### config.mk
export PLATFORM = sky130hd
export DESIGN_NAME = vga_sync_decoder
export DESIGN_NICKNAME = d
export VERILOG_FILES = /design/src/rtl/vga_pkg.sv /design/src/rtl/sync_edge_detect.sv /design/src/rtl/vga_sync_decoder.sv
export SDC_FILE = /design/constraint.sdc
export NUM_CORES = 1
export LEC_CHECK = 0
export BUFFER_PORTS_ARGS = -buffer_cell sky130_fd_sc_hd__buf_4
export CAP_MARGIN = 20
export CELL_PAD_IN_SITES_DETAIL_PLACEMENT = 0
export CELL_PAD_IN_SITES_GLOBAL_PLACEMENT = 2
export CORE_MARGIN = 5
export CORE_UTILIZATION = 34
export DETAILED_ROUTE_END_ITERATION = 6
export PLACE_DENSITY_LB_ADDON = 0.2
export SKIP_CTS_REPAIR_TIMING = 1
export SLEW_MARGIN = 20
export SYNTH_ARGS = -nofsm -noshare
export SYNTH_HDL_FRONTEND = slang
export SYNTH_SLANG_ARGS = --single-unit
### constraint.sdc
create_clock -name clk -period 3.3 [get_ports clk]
set_clock_uncertainty 0.2 [all_clocks]
set_input_delay 0.33 -clock clk [delete_from_list [all_inputs] [get_ports clk]]
set_output_delay 0.33 -clock clk [all_outputs]
set_load 0.05 [all_outputs]
### src/rtl/vga_pkg.sv
// Shared definitions for the TinyVGA PMOD receive path: 640x480 timing,
// PMOD pin map and the lock state machine encoding.
package vga_pkg;

    // Default 640x480@60 timing as seen by the receiver's own counters
    localparam int H_TOTAL_640  = 800;
    localparam int V_TOTAL_640  = 525;
    localparam int H_ACTIVE_640 = 640;
    localparam int V_ACTIVE_640 = 480;
    localparam int H_START_640  = 143;
    localparam int V_START_640  = 34;

    // PMOD pin positions: {hsync, B0, G0, R0, vsync, B1, G1, R1}
    localparam int PMOD_HS = 7;
    localparam int PMOD_B0 = 6;
    localparam int PMOD_G0 = 5;
    localparam int PMOD_R0 = 4;
    localparam int PMOD_VS = 3;
    localparam int PMOD_B1 = 2;
    localparam int PMOD_G1 = 1;
    localparam int PMOD_R1 = 0;

    typedef enum logic [1:0] {
        SEARCH  = 2'd0,
        ACQUIRE = 2'd1,
        LOCKED  = 2'd2
    } lock_state_t;

    // 8-bit increment that sticks at 255
    function automatic logic [7:0] sat_inc8(input logic [7:0] v);
        return (v == 8'hFF) ? v : v + 8'd1;
    endfunction

endpackage

### src/rtl/sync_edge_detect.sv
// Polarity correction and leading-edge pulse for one sync line.
// sync_lead is high for the first cycle the sync is asserted.
module sync_edge_detect #(
    parameter bit ACTIVE_LOW = 1'b1
) (
    input  logic clk,
    input  logic rst_n,
    input  logic sync_in,
    output logic sync_lead
);

    logic sync_a;
    logic sync_a_d;

    assign sync_a = ACTIVE_LOW ? ~sync_in : sync_in;

    // One-cycle delayed copy of the asserted level
    always_ff @(posedge clk) begin
        if (!rst_n) sync_a_d <= 1'b0;
        else        sync_a_d <= sync_a;
    end

    assign sync_lead = sync_a & ~sync_a_d;

endmodule

### src/rtl/vga_sync_decoder.sv
// TinyVGA PMOD receiver: recovers line/frame timing from the sync pins,
// locks onto the expected timing and regenerates de, pixel coordinates
// and 2-bit RGB with a fixed 2-clock pin-to-output latency.
module vga_sync_decoder
    import vga_pkg::*;
#(
    parameter int H_TOTAL         = H_TOTAL_640,
    parameter int V_TOTAL         = V_TOTAL_640,
    parameter int H_ACTIVE        = H_ACTIVE_640,
    parameter int V_ACTIVE        = V_ACTIVE_640,
    parameter int H_START         = H_START_640,
    parameter int V_START         = V_START_640,
    parameter bit SYNC_ACTIVE_LOW = 1'b1
) (
    input  logic        clk,
    input  logic        rst_n,
    input  logic [7:0]  pmod_in,
    output logic [1:0]  r,
    output logic [1:0]  g,
    output logic [1:0]  b,
    output logic        de,
    output logic [9:0]  pix_x,
    output logic [9:0]  pix_y,
    output logic        frame_start,
    output logic        locked,
    output logic [10:0] line_meas,
    output logic [9:0]  frame_meas,
    output logic [7:0]  err_cnt
);

    // Counters are compared one bit wider so +1 and 2*TOTAL never wrap
    localparam logic [11:0] H_TOT_L = 12'(H_TOTAL);
    localparam logic [11:0] H_TMO_L = 12'(2 * H_TOTAL);
    localparam logic [11:0] H_BEG_L = 12'(H_START);
    localparam logic [11:0] H_END_L = 12'(H_START + H_ACTIVE);
    localparam logic [10:0] V_TOT_L = 11'(V_TOTAL);
    localparam logic [10:0] V_TMO_L = 11'(2 * V_TOTAL);
    localparam logic [10:0] V_BEG_L = 11'(V_START);
    localparam logic [10:0] V_END_L = 11'(V_START + V_ACTIVE);

    logic [7:0]  in_q;
    logic [10:0] h_cnt;
    logic [9:0]  v_cnt;
    logic        vs_pend;
    logic        bad, bad_nxt;
    logic        err_inc;
    lock_state_t state, state_nxt;

    logic [1:0]  sync_raw, sync_lead;
    logic        hs_lead, vs_lead, frame_b;
    logic [11:0] h_ext, h_len;
    logic [10:0] v_ext, v_len;
    logic        line_bad, frame_bad, timeout;
    logic        lock_nxt, de_nxt;

    // Pins are registered once; everything downstream works on in_q
    always_ff @(posedge clk) begin
        if (!rst_n) in_q <= '0;
        else        in_q <= pmod_in;
    end

    // Bit 1 carries hsync, bit 0 carries vsync
    assign sync_raw = {in_q[PMOD_HS], in_q[PMOD_VS]};

    for (genvar i = 0; i < 2; i++) begin : g_sync
        sync_edge_detect #(.ACTIVE_LOW(SYNC_ACTIVE_LOW)) u_sync (
            .clk       (clk),
            .rst_n     (rst_n),
            .sync_in   (sync_raw[i]),
            .sync_lead (sync_lead[i])
        );
    end

    assign hs_lead   = sync_lead[1];
    assign vs_lead   = sync_lead[0];
    // A frame ends on the first hsync lead at or after a vsync lead
    assign frame_b   = hs_lead & (vs_pend | vs_lead);

    assign h_ext     = {1'b0, h_cnt};
    assign h_len     = h_ext + 12'd1;
    assign v_ext     = {1'b0, v_cnt};
    assign v_len     = v_ext + 11'd1;
    assign line_bad  = hs_lead & (h_len != H_TOT_L);
    assign frame_bad = frame_b & (v_len != V_TOT_L);
    // With v_cnt saturating at 1023 the vertical limit only bites for small V_TOTAL
    assign timeout   = (h_ext >= H_TMO_L) | (v_ext >= V_TMO_L);

    // Horizontal counter and line length capture (saturating readback)
    always_ff @(posedge clk) begin
        if (!rst_n) begin
            h_cnt     <= '0;
            line_meas <= '0;
        end else if (hs_lead) begin
            h_cnt     <= '0;
            line_meas <= h_len[11] ? 11'h7FF : h_len[10:0];
        end else if (h_cnt != 11'h7FF) begin
            h_cnt     <= h_cnt + 11'd1;
        end
    end

    // Vertical counter, pending-vsync flag and frame length capture
    always_ff @(posedge clk) begin
        if (!rst_n) begin
            v_cnt      <= '0;
            vs_pend    <= 1'b0;
            frame_meas <= '0;
        end else begin
            if (frame_b) begin
                v_cnt      <= '0;
                vs_pend    <= 1'b0;
                frame_meas <= v_len[10] ? 10'h3FF : v_len[9:0];
            end else begin
                if (vs_lead) vs_pend <= 1'b1;
                if (hs_lead && v_cnt != 10'h3FF) v_cnt <= v_cnt + 10'd1;
            end
        end
    end

    // Lock FSM state register
    always_ff @(posedge clk) begin
        if (!rst_n) begin
            state   <= SEARCH;
            bad     <= 1'b0;
            err_cnt <= '0;
        end else begin
            state   <= state_nxt;
            bad     <= bad_nxt;
            if (err_inc) err_cnt <= sat_inc8(err_cnt);
        end
    end

    // Lock FSM next state: one clean frame in ACQUIRE earns LOCKED
    always_comb begin
        state_nxt = state;
        bad_nxt   = bad;
        err_inc   = 1'b0;
        case (state)
            SEARCH: begin
                if (frame_b) begin
                    state_nxt = ACQUIRE;
                    bad_nxt   = 1'b0;
                end
            end
            ACQUIRE: begin
                if (frame_b) begin
                    if (!bad && !line_bad && !frame_bad) state_nxt = LOCKED;
                    else                                 bad_nxt   = 1'b0;
                end else if (line_bad) begin
                    bad_nxt = 1'b1;
                end
            end
            LOCKED: begin
                if (line_bad || frame_bad) begin
                    state_nxt = SEARCH;
                    err_inc   = 1'b1;
                end
            end
            default: state_nxt = SEARCH;
        endcase
        // A dead link overrides everything else
        if (timeout) begin
            state_nxt = SEARCH;
            err_inc   = (state == LOCKED);
        end
    end

    // de is built from the next state so it falls together with locked
    assign lock_nxt = (state_nxt == LOCKED);
    assign de_nxt   = lock_nxt
                    & (h_ext >= H_BEG_L) & (h_ext < H_END_L)
                    & (v_ext >= V_BEG_L) & (v_ext < V_END_L);

    // Registered pixel outputs, all gated to zero outside the active area
    always_ff @(posedge clk) begin
        if (!rst_n) begin
            locked      <= 1'b0;
            de          <= 1'b0;
            frame_start <= 1'b0;
            pix_x       <= '0;
            pix_y       <= '0;
            r           <= '0;
            g           <= '0;
            b           <= '0;
        end else begin
            locked      <= lock_nxt;
            de          <= de_nxt;
            frame_start <= de_nxt & (h_ext == H_BEG_L) & (v_ext == V_BEG_L);
            pix_x       <= de_nxt ? 10'(h_ext - H_BEG_L) : 10'd0;
            pix_y       <= de_nxt ? 10'(v_ext - V_BEG_L) : 10'd0;
            r           <= de_nxt ? {in_q[PMOD_R1], in_q[PMOD_R0]} : 2'd0;
            g           <= de_nxt ? {in_q[PMOD_G1], in_q[PMOD_G0]} : 2'd0;
            b           <= de_nxt ? {in_q[PMOD_B1], in_q[PMOD_B0]} : 2'd0;
        end
    end

endmodule

== Word level (Yosys, flattened, before mapping) ==
Index checks and enable logic that the tools add are counted.

* Output and inout bits: 58
* Flip-flop bits (word level): 93
* Logic and storage cells: 94
* Input port bits: 10

* Eq/ne operators: 13
* Mux-type cells: 16
* Add/sub/neg operators: 7
* Bitwise operators: 19
* Reduce and logical (&&, ||, !) cells: 14
* Order comparisons: 6

{| class="wikitable"
|+ Operator list
! cell !! number
|-
| $add A11 B1 Y12 const B || 1
|-
| $ne A12 B10 Y1 const B || 1
|-
| $add A10 B1 Y11 const B || 1
|-
| $add A11 B1 Y11 const B || 1
|-
| $and A1 B1 Y1 || 11
|-
| $eq A11 B8 Y1 const B || 1
|-
| $ge A10 B11 Y1 const B || 1
|-
| $ge A11 B11 Y1 const B || 1
|-
| $ge A11 B8 Y1 const B || 1
|-
| $lt A11 B10 Y1 const B || 1
|-
| $mux W11 || 1
|-
| $ne A11 B10 Y1 const B || 1
|-
| $ne A11 B11 Y1 const B || 1
|-
| $add A10 B1 Y10 const B || 1
|-
| $eq A10 B6 Y1 const B || 1
|-
| $ge A10 B6 Y1 const B || 1
|-
| $lt A10 B10 Y1 const B || 1
|-
| $mux W10 || 1
|-
| $mux W2 || 5
|-
| $ne A10 B10 Y1 const B || 1
|-
| $sub A10 B6 Y10 const B || 1
|-
| $sub A10 B8 Y10 const B || 1
|-
| $add A8 B1 Y8 const B || 1
|-
| $eq A8 B8 Y1 const B || 1
|-
| other kinds (17) || 37
|}

== Depth between registers and ports, before layout ==
Gate-level depths: netlist of run 1.

* Depth after elaboration: 18
* Gate-level depth with buffers: 11
* Depth with buffers taken out: 9

== Cells and area by module ==
Synthesis of run 1 repeated with hierarchy kept, for this count alone.

* Cell total of the unflattened synthesis: 450
* Area, all modules: 3967.6 µm²

{| class="wikitable"
|+ Modules (own cells, without submodules)
! module !! sequential area each (µm²) !! area an instance (µm²) !! cells each !! times used
|-
| vga_sync_decoder || 1821.7 || 3907.5 || 444 || 1
|-
| sync_edge_detect || 20.0 || 30.0 || 3 || 2
|}

== Least setup slack after synthesis of run 1 ==
Ideal clock, no wire load.

* Path type: reg2reg
* Start point: register v_cnt[1]
* End point: register pix_x[2]
* Path buffers: 3
* Required time: 3037 ps
* Period minus slack after synthesis: 2476 ps
* Setup time: 63 ps
* Arrival: 2212 ps
* Stages on the path, launching flop included: 12
* Setup slack: 824 ps
* Path through: dfxtp_1 ha_1 and4_4 buf_6 and3_4 a31o_1 nand4b_1 o32ai_2 nand3_2 buf_6 buf_8 nor2_4

* Longest elaborated chain between the ends: 15
* Elaborated cells between the ends (all ways): 21
* Those cells by class: add/sub (1); order compare (3); eq/ne (2); mux (5); bitwise (6); reduce/logical (4)

{| class="wikitable"
|+ RTL lines
! what !! RTL line !! RTL
|-
| start, declared || vga_sync_decoder.sv:43 || <nowiki>logic [9:0] v_cnt;</nowiki>
|-
| start signal, assigned || vga_sync_decoder.sv:114 || <nowiki>if (hs_lead && v_cnt != 10'h3FF) v_cnt <= v_cnt + 10'd1;</nowiki>
|-
| $add A10 B1 Y11 || vga_sync_decoder.sv:82 || <nowiki>assign v_len = v_ext + 11'd1;</nowiki>
|-
| $ne A11 B10 Y1 || vga_sync_decoder.sv:84 || <nowiki>assign frame_bad = frame_b & (v_len != V_TOT_L);</nowiki>
|-
| $and A1 B1 Y1 || vga_sync_decoder.sv:84 ||
|-
| $logic_not A1 Y1 || vga_sync_decoder.sv:146 || <nowiki>if (!bad && !line_bad && !frame_bad) state_nxt = LOCKED;</nowiki>
|-
| $logic_and A1 B1 Y1 || vga_sync_decoder.sv:146 ||
|-
| $mux W2 || vga_sync_decoder.sv:146 ||
|-
| $mux W2 || vga_sync_decoder.sv:145 || <nowiki>if (frame_b) begin</nowiki>
|-
| $pmux W2 S3 || vga_sync_decoder.sv:137 || <nowiki>case (state)</nowiki>
|-
| $mux W2 || vga_sync_decoder.sv:161 || <nowiki>if (timeout) begin</nowiki>
|-
| $eq A2 B2 Y1 || vga_sync_decoder.sv:168 || <nowiki>assign lock_nxt = (state_nxt == LOCKED);</nowiki>
|-
| $and A1 B1 Y1 (2 in a row) || vga_sync_decoder.sv:170 || <nowiki>& (h_ext >= H_BEG_L) & (h_ext < H_END_L)</nowiki>
|-
| $and A1 B1 Y1 || vga_sync_decoder.sv:171 || <nowiki>& (v_ext >= V_BEG_L) & (v_ext < V_END_L);</nowiki>
|-
| $and A1 B1 Y1 (*) || vga_sync_decoder.sv:171 ||
|-
| $reduce_and A2 Y1 (no source line) (*) || -- ||
|-
| end signal, assigned || vga_sync_decoder.sv:188 || <nowiki>pix_x <= de_nxt ? 10'(h_ext - H_BEG_L) : 10'd0;</nowiki>
|-
| end, declared || vga_sync_decoder.sv:22 || <nowiki>output logic [9:0] pix_x,</nowiki>
|}

Mark *: on every way between the ends. The rest lies on a longest branch, timed or not.
A chain may end at the register's enable or synchronous reset.

== Worst setup path in the final report of run 1 ==
* Start point: register v_cnt[1]
* End point: register pix_x[7]

The elaborated chain is that of the path after synthesis.

==> flow_metrics.env, run 1 <==
export IMPL_cts_max_path_buffers=2
export IMPL_hpwl_mm=7.051
export IMPL_dp_slack_ns=0.4569
export IMPL_final_common_cell="dfxtp_1"
export IMPL_dr_pass1_iters=4
export IMPL_rsz0062_at_grt="no"
export IMPL_maxSlewHeadroom=0.3814
export IMPL_synth_edf_count=0
export IMPL_synth_seq_cells=93
export IMPL_die_w_um=119.6
export IMPL_cp_startpoint="v_cnt[1]"
export IMPL_r2r_start="v_cnt[1]"
export IMPL_cts_num_sinks=93
export IMPL_finalSetupViolations=0
export IMPL_dieArea_um2=14310
export IMPL_rows=40
export IMPL_reg2reg_slack_ns=0.47
export IMPL_cts_clk_slew_worst_paths_ns=0.07
export IMPL_ios=68
export IMPL_clk_latency_ns=0.34
export IMPL_crit_fanout=10
export IMPL_fp_dieH_um=119.6
export IMPL_ir_drop_v=0.0001888
export IMPL_io_buffers=67
export IMPL_critPathCaptureType="flop"
export IMPL_grt_start_max_net_pins=38
export IMPL_area_growth_pct=22.04
export IMPL_cp_data_arrival_time_ns=2.92
export IMPL_hold_path_class="reg -> reg"
export IMPL_finalCritPeriodShare=0.8576
export IMPL_synthArstFlopShare=0
export IMPL_cap_violations=0
export IMPL_p_leak_nw=2.050
export IMPL_power_density_nw_per_um2=475.1
export IMPL_initial_core_util=0.3432
export IMPL_antenna_found_initial=0
export IMPL_syn_area_um2=4088
export IMPL_wl_per_cell_um=14.67
export IMPL_ys_warn_count=0
export IMPL_drtAntennaViolNets=0
export IMPL_gp_congestion=0.8175
export IMPL_final_core_util=0.4188
export IMPL_grt_pass1_vias=3177
export IMPL_vias_per_cell=4.856
export IMPL_period_needed_ns=2.830
export IMPL_synth_fp_nets=472
export IMPL_synth_cell_types=64
export IMPL_cts_tree="yes"
export IMPL_drive_gt1_frac=0.2288
export IMPL_fmax_mhz=353.3
export IMPL_diodes=0
export IMPL_final_cell_mix="dfxtp_1, buf_4, nor2_1, a21oi_1, nand2_1"
export IMPL_r2r_end="pix_x[7]"
export IMPL_status="complete, no violations"
export IMPL_cts_buffers=9
export IMPL_grt_overflow=0
export IMPL_endpoint="pix_x[7]"
export IMPL_synth_seq_area_share=0.4555
export IMPL_fin_tns_setup_ns=0
export IMPL_grt_usage=0.1393
export IMPL_netlist_instances=454
export IMPL_cp_start_kind="flop"
export IMPL_wl_mm=9.783
export IMPL_hold_violations=0
export IMPL_worstPathRequired_ns=3.38
export IMPL_synth_ff_type="dfxtp_1"
export IMPL_nNetsFinal=533
export IMPL_htree_levels=3
export IMPL_worst_setup_path_type="reg -> reg"
export IMPL_fillCellCount=1215
export IMPL_num_vias=3239
export IMPL_core_area_um2=11910
export IMPL_drc=0
export IMPL_finalMaxSlewViolations=0
export IMPL_root_buffer="clkbuf_16"
export IMPL_drtIter0Drc=123
export IMPL_avgSynthCellArea_um2=9.004
export IMPL_worst_pin_slew_ns=0.9237
export IMPL_setup_ws_ns=0.4698
export IMPL_r2r_cells=9
export IMPL_grt_pass1_wl_mm=16.10
==> logic make-up after synthesis <==
| family | count (synthesis) | share of synthesized area |
|---|---|---|
| xor gates and xnor gates | 30 | 0.06428 |
| adders and majority gates | 8 | 0.02449 |
| muxes | 8 | 0.01990 |
| buffers and inverters | 49 | 0.06519 |
| and+or+nand+nor | 164 | 0.2152 |
| AOI/OAI and AO/OA | 102 | 0.1555 |
| DFF | 93 | 0.4555 |
==> report_power, final <==
group	total (mW)	internal [mW]	switching, mW	leakage (nW)
registers	1.18	1.15	0.0219	0.756
logic	0.225	0.0766	0.149	1.16
clock network	0.969	0.513	0.455	0.136
total	2.37	1.74	0.626	2.05
==> worst min-delay path by stage <==
stage | startpoint | to | slack (ns) | cells past startpoint
final | in_q[3] | g_sync[0].u_sync.sync_a_d | 0.22 | 1
after global routing | in_q[2] | b[1] | 0.25 | 1
after CTS | pmod_in[2] | in_q[2] | -0.02 | 2
after detailed placement | in_q[3] | g_sync[0].u_sync.sync_a_d | 0.21 | 1
after global placement | in_q[3] | g_sync[0].u_sync.sync_a_d | 0.20 | 1
after floorplan | in_q[3] | g_sync[0].u_sync.sync_a_d | 0.19 | 1
==> sequential cells by signal, indices dropped and copies added, names as in the netlist <==
name,cells
g_sync.u_sync.sync_a_d,2
locked,1
frame_meas,10
vs_pend,1
in_q,8
line_meas,11
b,2
h_cnt,11
err_cnt,8
frame_start,1
pix_x,10
pix_y,10
v_cnt,10
r,2
state,2
bad,1
g,2
de,1
==> per-layer routing <==
| layer | global-route usage | wire [µm] | up-vias |
|---|---|---|---|
| met5 | 0 | 0 | - |
| met4 | 0.04080 | 101 | 0 |
| met3 | 0.04288 | 488 | 8 |
| met2 | 0.2066 | 4109 | 59 |
| met1 | 0.1950 | 5084 | 1503 |
| li1 | - | - | 1669 |
==> cells in the mapped netlist (7+ instances only) <==
library cell | count | area share
inv_1 | 14 | 0.013
a21oi_1 | 44 | 0.054
xnor2_1 | 20 | 0.043
nand2_1 | 31 | 0.028
and2_1 | 17 | 0.026
and3_1 | 7 | 0.011
a31oi_1 | 8 | 0.012
dfxtp_1 | 93 | 0.46
nand3_1 | 11 | 0.013
o21ai_0 | 25 | 0.031
nor2_1 | 44 | 0.040
clkbuf_1 | 15 | 0.014
mux2i_1 | 7 | 0.017
ha_1 | 8 | 0.024
nor3_1 | 7 | 0.0086
xor2_1 | 10 | 0.021
==> cell type report <==
| type | instances | area (µm²) | area share |
|---|---|---|---|
| Tap cell | 147 | 183.9 | 0.03687 |
| Sequential cell | 93 | 1862 | 0.3732 |
| Inverter | 16 | 60.06 | 0.01204 |
| Multi-Input combinational cell | 312 | 1966 | 0.3940 |
| Clock buffer | 9 | 225.2 | 0.04515 |
| Timing Repair Buffer | 83 | 643.1 | 0.1289 |
| Clock inverter | 7 | 48.80 | 0.009782 |
==> critical path, cell delays in order, from the launching register on <==
cell,delay (ns)
dfxtp_1,0.47
ha_1,0.23
and4_4,0.28
and3_4,0.21
a31o_1,0.19
nand4b_1,0.16
o32ai_2,0.30
nand3_2,0.31
inv_2,0.24
and3_1,0.18
==> per-stage QoR <==
step / area [µm²] / cells / total power, mW / hold slack (ns)
2_1_floorplan: 4088 / 454 / 1.351 / 0.1935
3_3_place_gp: 4628 / 643 / 1.420 / 0.2044
3_5_place_dp: 4628 / 643 / 1.421 / 0.2136
4_1_cts: 4902 / 659 / 2.396 / -0.01868
5_1_grt: 4989 / 667 / 2.467 / 0.2476
6_report: 4989 / 667 / 2.370 / 0.2249
Power figures use the tool's default switching activity.
==> inputs of run 2 (changes only) <==
--- a/config.mk
+++ b/config.mk
@@ -5,6 +5,7 @@
 export SDC_FILE = /design/constraint.sdc
 export NUM_CORES = 1
 export LEC_CHECK = 0
+export ABC_CLOCK_PERIOD_IN_PS = 3300
 export BUFFER_PORTS_ARGS = -buffer_cell sky130_fd_sc_hd__buf_4
 export CAP_MARGIN = 20
 export CELL_PAD_IN_SITES_DETAIL_PLACEMENT = 0
@@ -12,6 +13,7 @@
 export CORE_MARGIN = 5
 export CORE_UTILIZATION = 34
 export DETAILED_ROUTE_END_ITERATION = 6
+export GPL_TIMING_DRIVEN = 0
 export PLACE_DENSITY_LB_ADDON = 0.2
 export SKIP_CTS_REPAIR_TIMING = 1
 export SLEW_MARGIN = 20
==> flow_metrics.env, run 2 (synthesis results as in run 1) <==
export IMPL_p_leak_nw=2.120
export IMPL_maxSlewHeadroom=0.3359
export IMPL_fmax_mhz=340.8
export IMPL_die_w_um=119.6
export IMPL_worst_setup_path_type="reg -> reg"
export IMPL_crit_family="buffers and inverters"
export IMPL_final_core_util=0.4315
export IMPL_clk_latency_ns=0.34
export IMPL_path_depth=9
export IMPL_cts_num_sinks=93
export IMPL_hpwl_mm=7.351
export IMPL_cap_violations=0
export IMPL_power_switching_mw=0.5923
export IMPL_fin_tns_setup_ns=0
export IMPL_min_to="g_sync[0].u_sync.sync_a_d"
export IMPL_status="complete, no violations"
export IMPL_grt_pass1_wl_mm=16.29
export IMPL_core_area_um2=11910
export IMPL_r2r_end="pix_x[2]"
export IMPL_p_clk_frac=0.420
export IMPL_root_buffer="clkbuf_16"
export IMPL_dr_pass1_iters=4
export IMPL_final_cell_mix="dfxtp_1, buf_4, nor2_1, a21oi_1, nand2_1"
export IMPL_drive_gt1_frac=0.2247
export IMPL_total_power_mw=2.429
export IMPL_cp_num_buf_inv=3
export IMPL_cts_clk_slew_worst_paths_ns=0.06
export IMPL_period_needed_ns=2.934
export IMPL_cts_max_path_buffers=2
export IMPL_gp_congestion=0.8409
export IMPL_worstPathCellList="ha_1 > buf_1 > nand3_1 > o41ai_4 > and2b_1 > nand3_2 > buf_6 > buf_8 > nor2_4"
export IMPL_crit_fanout=10
export IMPL_io_buffers=66
export IMPL_r2r_cells=9
export IMPL_hold_path_class="reg -> reg"
export IMPL_critPathCaptureType="flop"
export IMPL_diodes=0
export IMPL_htree_levels=3
export IMPL_dieArea_um2=14310
export IMPL_final_common_cell="dfxtp_1"
export IMPL_area_growth_pct=25.74
export IMPL_cts_tree="yes"
export IMPL_ios=68
export IMPL_rows=40
export IMPL_p_sw_frac=0.2438
export IMPL_num_vias=3313
export IMPL_grt_start_max_net_pins=15
export IMPL_ir_drop_v=0.0002457
export IMPL_worstPathRequired_ns=3.38
export IMPL_p_comb_frac=0.098
export IMPL_fp_dieH_um=119.6
export IMPL_finalMaxSlewViolations=0
export IMPL_grt_pass1_vias=3115
export IMPL_rsz0062_at_grt="no"
export IMPL_vias_per_cell=4.801
export IMPL_grt_usage=0.1444
export IMPL_drtIter0Drc=223
export IMPL_worst_hold_path_num_cells=1
export IMPL_finalSetupViolations=0
export IMPL_nNetsFinal=557
export IMPL_pwr_share_seq=0.482
export IMPL_drtAntennaViolNets=0
export IMPL_cp_start_kind="flop"
export IMPL_cp_data_arrival_time_ns=3.01
export IMPL_drc=0
export IMPL_place_inst=667
export IMPL_wl_mm=10.07
export IMPL_largestRegisters="h_cnt: 11 flops, line_meas: 11 flops"
export IMPL_finalCritPeriodShare=0.8891
export IMPL_reg2reg_slack_ns=0.37
export IMPL_initial_core_util=0.3432
export IMPL_fillCellCount=1225
export IMPL_cts_buffers=9
export IMPL_setup_ws_ns=0.3661
export IMPL_grt_overflow=0
export IMPL_stdcell_count=690
export IMPL_r2r_start="h_cnt[1]"
export IMPL_min_from="in_q[3]"
export IMPL_dp_slack_ns=0.3654
export IMPL_antenna_found_initial=0
export IMPL_wl_per_cell_um=14.60
export IMPL_worst_pin_slew_ns=0.9915
export IMPL_worst_path_max_delay_cell="o41ai_4"
export IMPL_hold_violations=0
export IMPL_max_stage_delay_ns=0.50
export IMPL_power_density_nw_per_um2=472.7
export IMPL_intPower_mw=1.837
==> run 2: cell count changes in the layout (fill, tap and decap cells not counted), moves of 2 or more <==
cell      change
buf_6         +6
buf_4         -3
buf_1         +2
buf_2         +3
inv_6         -2
clkinv_2      -3
clkbuf_1     +17
==> run 2: how the worst max path moves through the flow <==
stage	startpoint	to	slack, ns
final	h_cnt[1]	pix_x[2]	0.37
after CTS	h_cnt[1]	pix_x[4]	0.35
after floorplan	v_cnt[1]	pix_x[2]	0.82
after global routing	h_cnt[1]	pix_x[3]	0.20
after global placement	h_cnt[1]	pix_x[5]	0.38
after detailed placement	h_cnt[1]	pix_x[4]	0.37
==> run 2: power groups by stage <==
stage	logic (mW)	clock network (mW)	registers, mW
finish	0.238	1.02	1.17
global route	0.259	1.10	1.17
CTS	0.233	1.06	1.17
detailed placement	0.231	0	1.20
global placement	0.230	0	1.19
floorplan	0.0966	0	1.25
==> run 2: layout make-up <==
type,instances,area [µm²],area share
plain buffers,33,206.4,0.04017
clock buffers,12,246.5,0.04796
clock inverters,3,46.29,0.009007
inverters,16,60.06,0.01168
multi-input cells,312,1959,0.3812
flip-flops and latches,93,1862,0.3622
well taps,147,183.9,0.03578
repair buffers,74,575.6,0.1120
==> run 2: per-stage QoR <==
stage | cell area [µm²] | hold WS (ns)
2_1_floorplan | 4088 | 0.1935
3_3_place_gp | 4767 | 0.2017
3_5_place_dp | 4767 | 0.2043
4_1_cts | 5060 | -0.02590
5_1_grt | 5140 | 0.2305
6_report | 5140 | 0.2121
==> run 2: metal layers <==
metal | share of wire | global-route usage | wire length (µm)
met1 | 0.51 | 0.2006 | 5131
met4 | 0.013 | 0.05154 | 129
met5 | 0 | 0 | 0
met2 | 0.43 | 0.2112 | 4286
met3 | 0.052 | 0.04430 | 523
